$ cat config.mk
export PLATFORM = sky130hd
export DESIGN_NAME = instruction_fetch
export DESIGN_NICKNAME = d
export VERILOG_FILES = /design/src/rtl/instruction_fetch.sv
export SDC_FILE = /design/constraint.sdc
export NUM_CORES = 1
export LEC_CHECK = 0
export ABC_AREA = 1
export CAP_MARGIN = 20
export CORE_ASPECT_RATIO = 0.5
export CORE_MARGIN = 4
export CORE_UTILIZATION = 48
export CTS_CLUSTER_SIZE = 14
export DETAILED_ROUTE_END_ITERATION = 8
export GPL_TIMING_DRIVEN = 0
export PLACE_DENSITY = 0.86
export SKIP_LAST_GASP = 1
export SLEW_MARGIN = 0
export SYNTH_ARGS = -nofsm -noshare
export SYNTH_HDL_FRONTEND = slang
export SYNTH_SLANG_ARGS = --single-unit
$ cat constraint.sdc
create_clock -name iCLK -period 1.8 [get_ports iCLK]
set_input_delay 0.36 -clock iCLK [delete_from_list [all_inputs] [get_ports iCLK]]
set_output_delay 0.36 -clock iCLK [all_outputs]
set_load 0.01 [all_outputs]
$ cat src/rtl/instruction_fetch.sv
// rtl/instruction_fetch.sv - single-outstanding instruction fetch FSM with ack timeout; optional FETCH_MISALIGN_TRAP_EN
module instruction_fetch #(
  parameter logic [31:0] RESET_PC    = 32'h0000_0000,
  parameter int unsigned ACK_TIMEOUT = 255
) (
  input  logic        iCLK,
  input  logic        iRST_N,
  output logic        oIMEM_REQ,
  output logic [31:0] oIMEM_ADDR,
  input  logic        iIMEM_ACK,
  input  logic [31:0] iIMEM_DATA,
  output logic [31:0] oIR,
  output logic [31:0] oPC,
  output logic        oIR_VALID,
  input  logic        iIR_READY,
  input  logic        iBR_TAKEN,
  input  logic [31:0] iPCBR,
  output logic        oFETCH_ERR,
  output logic        oMISALIGN
);

  localparam logic [31:0] NOP              = 32'h0000_0013;
  localparam logic [15:0] TIMEOUT_LIMIT    = 16'(ACK_TIMEOUT);
  localparam logic [31:0] RESET_PC_ALIGNED = {RESET_PC[31:2], 2'b00};

  typedef enum logic [1:0] {
    S_IDLE  = 2'd0,
    S_REQ   = 2'd1,
    S_VALID = 2'd2,
    S_HALT  = 2'd3
  } state_e;

  state_e      state_q;
  logic [31:0] pc_q;
  logic [31:0] ir_q;
  logic [31:0] opc_q;
  logic [15:0] timeout_q;
  logic        req_q;
  logic        valid_q;
  logic        err_q;
`ifdef FETCH_MISALIGN_TRAP_EN
  logic        misalign_q;
`endif

  logic [31:0] pc_seq_d;
  logic [31:0] pc_redirect_d;
  logic [15:0] timeout_d;
  logic        redirect_bad_d;

  // Candidate next-pc values, timeout increment and the misaligned-redirect trap condition
  always_comb begin
    pc_seq_d      = pc_q + 32'd4;
    pc_redirect_d = iPCBR & 32'hFFFF_FFFC;
    timeout_d     = timeout_q + 16'd1;
`ifdef FETCH_MISALIGN_TRAP_EN
    redirect_bad_d = iBR_TAKEN && (iPCBR[1:0] != 2'b00);
`else
    redirect_bad_d = 1'b0;
`endif
  end

  // Fetch FSM: all outputs are registered and change together with the state
  always_ff @(posedge iCLK or negedge iRST_N) begin
    if (!iRST_N) begin
      state_q    <= S_IDLE;
      pc_q       <= RESET_PC_ALIGNED;
      ir_q       <= NOP;
      opc_q      <= RESET_PC;
      timeout_q  <= 16'd0;
      req_q      <= 1'b0;
      valid_q    <= 1'b0;
      err_q      <= 1'b0;
`ifdef FETCH_MISALIGN_TRAP_EN
      misalign_q <= 1'b0;
`endif
    end else begin
      case (state_q)
        S_IDLE: begin
          state_q <= S_REQ;
          req_q   <= 1'b1;
        end
        S_REQ: begin
          if (iIMEM_ACK) begin
            ir_q      <= iIMEM_DATA;
            opc_q     <= pc_q;
            timeout_q <= 16'd0;
            req_q     <= 1'b0;
            valid_q   <= 1'b1;
            state_q   <= S_VALID;
          end else if (timeout_d == TIMEOUT_LIMIT) begin
            timeout_q <= timeout_d;
            req_q     <= 1'b0;
            err_q     <= 1'b1;
            state_q   <= S_HALT;
          end else begin
            timeout_q <= timeout_d;
          end
        end
        S_VALID: begin
          if (iIR_READY) begin
            valid_q <= 1'b0;
            if (redirect_bad_d) begin
`ifdef FETCH_MISALIGN_TRAP_EN
              misalign_q <= 1'b1;
`endif
              state_q <= S_HALT;
            end else begin
              pc_q    <= iBR_TAKEN ? pc_redirect_d : pc_seq_d;
              req_q   <= 1'b1;
              state_q <= S_REQ;
            end
          end
        end
        S_HALT: begin
          state_q <= S_HALT;
        end
        default: begin
          state_q <= S_HALT;
          req_q   <= 1'b0;
          valid_q <= 1'b0;
        end
      endcase
    end
  end

  assign oIMEM_REQ  = req_q;
  assign oIMEM_ADDR = pc_q;
  assign oIR        = ir_q;
  assign oPC        = opc_q;
  assign oIR_VALID  = valid_q;
  assign oFETCH_ERR = err_q;
`ifdef FETCH_MISALIGN_TRAP_EN
  assign oMISALIGN  = misalign_q;
`else
  assign oMISALIGN  = 1'b0;
`endif

endmodule

==> results of run 1 <==
-- worst max-delay path, cell delays in order, from the launching register on --
cell and delay (ps):
dfrtp_2 400, buf_4 130, clkdlybuf4s50_1 520
-- registers in the layout, indices dropped and copies added (netlist names) --
| register | count |
|---|---|
| oFETCH_ERR | 1 |
| oIMEM_ADDR | 30 |
| oIMEM_REQ | 1 |
| oIR | 32 |
| oIR_VALID | 1 |
| oPC | 30 |
| state_q | 2 |
| timeout_q | 16 |
-- cells in the final DEF (no fill, tap or decap), types with 7 or more instances in the layout --
cell type        instances
nor2_2                  17
dlymetal6s2s_1           7
nor2_4                   9
nand3_2                  7
nor2_1                  58
buf_2                    7
dfrtp_2                 15
o21ai_0                 67
clkdlybuf4s50_1        147
buf_4                   19
xor2_1                  12
nand4_1                 10
dfrtp_1                 95
mux2_2                  35
nand3_1                 24
a21oi_1                 12
clkinv_2                 7
nand2_2                 11
clkbuf_1                14
clkbuf_16               17
nand2_1                139
inv_1                   59
inv_2                    7
o22ai_1                 15
-- repair_timing --
action	CTS	global route
endpoints found under the setup margin	57	37
setup buffers	11	4
pin swaps	8	20
gates resized for setup	24	69
-- kinds of logic after synthesis --
family | after synthesis | synth area share, %
buffers and inverters | 96 | 6.84
AND/OR/NAND/NOR | 299 | 23.5
AO/OA/AOI/OAI | 108 | 10.3
adder cells (fa/ha/maj) | 3 | 0.660
XOR/XNOR | 12 | 1.85
other | 1 | 0.0659
multiplexers | 35 | 6.93
flip-flops | 113 | 49.8
-- final cells by class --
cell class	count	area (um^2)	share of cell area, %
Sequential cell	113	2850	33.5
Multi-Input combinational cell	462	2720	32.0
Inverter	68	258	3.03
Timing Repair Buffer	176	1760	20.7
Clock buffer	20	447	5.25
Clock inverter	12	141	1.66
Buffer	28	136	1.60
Tap cell	159	199	2.34
-- where the power goes --
group / switching, mW / total (mW) / internal, mW
clock: 1.20 / 3.39 / 2.19
combinational: 2.90 / 5.85 / 2.95
sequential: 0.989 / 4.71 / 3.72
total: 5.08 / 13.9 / 8.86
-- through the flow --
step,TNS [ps],util [%],std cells
after floorplan,0,-,671
after global placement,-464380,66.5,990
after detailed placement,-24130,66.7,991
after CTS,-3.71,73.1,1034
after global routing,-466,75.4,1038
final,-29.7,75.4,1038
-- layer usage --
metal | vias to the layer above | part of all wire, % | track usage [%] | wire, um
met1 | 2762 | 38 | 31.6 | 7180
met2 | 362 | 49 | 45.0 | 9090
met5 | - | 0.070 | 0 | 13
met4 | 2 | 4.0 | 10.8 | 743
met3 | 84 | 8.8 | 5.82 | 1650
li1 | 2579 | - | - | -
-- cell usage after synthesis (5+ instances only) --
cell type	n
xor2_1	12
buf_2	7
inv_1	63
dfrtp_1	110
nor2_1	73
nor2_2	7
nor3_1	8
nand4_1	10
nand3_1	31
mux2_2	35
a21oi_1	12
o22ai_1	15
clkbuf_1	14
o21ai_0	67
nand2_1	148
o21ai_1	5
buf_4	5
-- final timing paths --
check	start	endpoint	slack, ps	depth (start not counted)
worst max register to register	oIMEM_ADDR[3]	oIMEM_ADDR[15]	0	11
min in group iCLK	iBR_TAKEN	oIMEM_ADDR[3]	380	3
worst min-delay path	iRST_N	oPC[5]	60	1
worst max-delay path	oIMEM_ADDR[3]	oIMEM_ADDR[3]	-30	2
worst min register to register	oIR_VALID	oIR_VALID	480	2
max in group asynchronous	iRST_N	oIMEM_ADDR[19]	1000	2
==> impl_metrics.ini, run 1 <==
[synthesis]
synth_area_per_cell_um2 = 8.53
synth_warnings = 0
ys_ff_latch = 113
synth_seq_area_share_pct = 49.8
ys_types = 38
async_flop_share_pct = 100
synthDominantCellAreaShare_pct = 48.4
netlist_area_um2 = 5690
synthCells = 667
synth_area_leader_cell = dfrtp_1
yosys_most_used_dff = dfrtp_1
synth_edf_count = 0
synth_area_leaders = dfrtp_1 (48%), nand2_1 (9.8%), mux2_2 (6.9%)

[job]
cap_violations = 0

[floorplan]
core_area_um2 = 11300
die_x_um = 162
initial_core_util_pct = 50.4
ios = 169
rows = 27
chipHeight_um = 85.0
design.die.area_um2 = 13800

[global_routing]
grt_overflow_total = 0
antenna_found_initial = 1
grt_pass1_vias = 5617
grt_pass1_wl_um = 28500
grt_max_degree = 67
grtUsageTotal_pct = 26.0

[sta]
finalSetupViolCount = 2
fin_skew_ps = 9.81
worstMarginPinSlew_ps = 858
timing.fmax_mhz = 548
timing.final.ws_setup_ps = -25.8
whs_ps = 64.1
final_hold_viol_count = 0
slew-limit-headroom_pct = 42.8
maxSlewViolCount = 0
rsz0062_at_grt = true
timing.final.crit_share_pct = 101
period_needed_ps = 1830

[cts]
cts_tree = built
clkTransAtPathRegs_ps = 50
numCtsBuffers = 17
cts.path.max_buffers = 2
h-tree-depth = 4
cts.sinks = 113
cts-root-buf = clkbuf_16
clk-insertion-delay-late_ps = 420
hold_buffers = 0

[setup_path]
worstPathRequired_ps = 1440
crit_arrival_ps = 1470
critPathCaptureType = primary output
crit_path_start_kind = flip-flop
criticalPathCategory = reg2out
path_max_fanout = 4

[route]
wl_per_cell_um = 18.0
detail-route-antenna-nets = 0
dr.pass1.iters = 9
vias = 5789
drcViolationCount = 1
drt-initial-drc-count = 619
routed_via_density = 5.58
postRouteWirelength_um = 18700

[finish]
layout-drive-gt1-share_pct = 21.5
fin_nets = 938
n_fill_cell = 739
area_growth_pct = 49.7
stdcell_area_um2 = 8510
num_antenna_cells = 0

[place]
hpwl_um = 12500
pre_cts_ws_ps = -577
gp_congestion = 0.936
dpl_cell_area_um2 = 7530
io_buffer_count = 160

[run_status]
status = complete, but fails checks
violations = design-rule violations, negative setup slack

[worst_hold_path]
hold_class = in2async

[power]
total_power_mw = 13.9
power_density_nw_per_um2 = 1640
leakage_nw = 3.76
peakVddDrop_uv = 731
(Power assumes the default switching activity.)
==> inputs of run 2 (changes only) <==
--- a/config.mk
+++ b/config.mk
@@ -7,13 +7,11 @@
 export LEC_CHECK = 0
 export ABC_AREA = 1
 export CAP_MARGIN = 20
-export CORE_ASPECT_RATIO = 0.5
 export CORE_MARGIN = 4
-export CORE_UTILIZATION = 48
+export CORE_UTILIZATION = 51
 export CTS_CLUSTER_SIZE = 14
 export DETAILED_ROUTE_END_ITERATION = 8
-export GPL_TIMING_DRIVEN = 0
-export PLACE_DENSITY = 0.86
+export PLACE_DENSITY = 0.91
 export SKIP_LAST_GASP = 1
 export SLEW_MARGIN = 0
 export SYNTH_ARGS = -nofsm -noshare
==> constraint.sdc (replaced) <==
create_clock -name iCLK -period 2.3 [get_ports iCLK]
set_input_delay 0.46 -clock iCLK [delete_from_list [all_inputs] [get_ports iCLK]]
set_output_delay 0.46 -clock iCLK [all_outputs]
set_load 0.01 [all_outputs]
==> impl_metrics.ini, run 2 (synthesis results as in run 1) <==
[run_status]
status = complete, no violations

[cts]
cts.sinks = 113
clkTransAtPathRegs_ps = 60
cts.path.max_buffers = 2
clk-insertion-delay-late_ps = 510
cts-root-buf = clkbuf_8
numCtsBuffers = 17
cts_tree = built
h-tree-depth = 4

[route]
drt-initial-drc-count = 431
postRouteWirelength_um = 15900
wl_per_cell_um = 16.0
detail-route-antenna-nets = 0
vias = 5329
drcViolationCount = 0
dr.pass1.iters = 7
routed_via_density = 5.37

[power]
clkPwrFrac_pct = 24.7
seq_power_share_pct = 35.0
switching_share_pct = 35.1
peakVddDrop_uv = 767
power_frac_comb_pct = 40.3
leakage_nw = 3.57
power.internal_mw = 6.79
p_switching_mw = 3.68
power_density_nw_per_um2 = 1290

[finish]
fin_nets = 911
stdcell_area_um2 = 8090
layout-drive-gt1-share_pct = 13.4
final_cell_mix = clkdlybuf4s50_1 (160), nand2_1 (147), dfrtp_1 (110)
postLayoutCoreUtil_pct = 74.3
num_antenna_cells = 0
largest_reg_flops = 32
final_common_cell = clkdlybuf4s50_1
area_growth_pct = 42.3
finalNonFillerCells = 992
n_fill_cell = 747

[setup_path]
criticalPathCategory = reg2out
critPathCaptureType = primary output
path_max_fanout = 9
r2r-end = oIMEM_ADDR[20]
crit_arrival_ps = 1650
rr_worst_depth = 10
worstPathRequired_ps = 1840
rrSetupSlack_ps = 340
crit_path_start_kind = flip-flop
crit_slowest_cell = clkdlybuf4s50_1
cpLargestDelayFamily = buffers and inverters
critPathBufInv = 1
timing.rr.start = oIMEM_ADDR[3]
crit_chain = clkdlybuf4s50_1
slowest_delay_ps = 620

[worst_hold_path]
hold_class = in2async

[global_routing]
grt_pass1_wl_um = 26100
grt_max_degree = 67
grtUsageTotal_pct = 25.4
grt_overflow_total = 0
antenna_found_initial = 0
grt_pass1_vias = 5328

[floorplan]
design.die.area_um2 = 12900
core_area_um2 = 10900
initial_core_util_pct = 52.2
rows = 38
ios = 169
die_x_um = 114
chipHeight_um = 114

[place]
hpwl_um = 11400
dpl_cell_area_um2 = 7500
io_buffer_count = 161
gp_congestion = 0.878
dp_cells = 959

[sta]
rsz0062_at_grt = false
timing.fmax_mhz = 475
timing.final.crit_share_pct = 91.5
final_hold_viol_count = 0
tns_ps = 0
finalSetupViolCount = 0
whs_ps = 372
fin_skew_ps = 7.36
maxSlewViolCount = 0
period_needed_ps = 2110

[job]
cap_violations = 0
==> run 2: worst max-delay path by stage <==
stage | startpoint | endpoint | cells past startpoint
floorplan | oIMEM_ADDR[3] | oIMEM_ADDR[20] | 10
global placement | iBR_TAKEN | oIMEM_ADDR[10] | 7
detailed placement | iBR_TAKEN | oIMEM_ADDR[10] | 7
CTS | oIMEM_ADDR[21] | oIMEM_ADDR[21] | 1
global route | oIMEM_ADDR[3] | oIMEM_ADDR[24] | 10
finish | oIMEM_ADDR[21] | oIMEM_ADDR[21] | 1
==> run 2: cell type report <==
class / count / area, um^2 / share of cell area, %
flip-flops and latches: 113 / 2830 / 35.0
clock buffers: 19 / 422 / 5.21
inverters: 68 / 255 / 3.15
repair buffers: 177 / 1760 / 21.7
clock inverters: 13 / 163 / 2.01
well taps: 140 / 175 / 2.16
multi-input cells: 462 / 2490 / 30.8
==> run 2: through the flow <==
step                setup slack (ps)  power [mW]
CTS                              176        10.5
detailed placement               303        7.86
floorplan                        674        5.45
global placement                 320        7.72
global route                     126        11.1
finish                           194        10.5
==> run 2: power groups by stage <==
stage               Sequential (mW)  Clock, mW  Combinational, mW
global placement               3.61          0               4.11
finish                         3.66       2.59               4.21
global route                   3.77       2.74               4.58
detailed placement             3.65          0               4.21
CTS                            3.64       2.62               4.25
floorplan                      3.89          0               1.56
==> run 2: timing repair <==
action / 4_1_cts / 5_1_grt
setup buffers: 0 / 0
hold endpoints to repair: 20 / 0
hold buffers: 1 / 0
setup endpoints to repair: 0 / 0
gates resized for setup: 0 / 0
==> run 2: layer usage <==
metal,share of wire [%],GRT usage (%),vias up
met5,0,0,-
met4,2.4,9.46,0
met3,9.4,7.53,38
met2,49,42.8,268
met1,39,30.8,2492
li1,-,-,2531
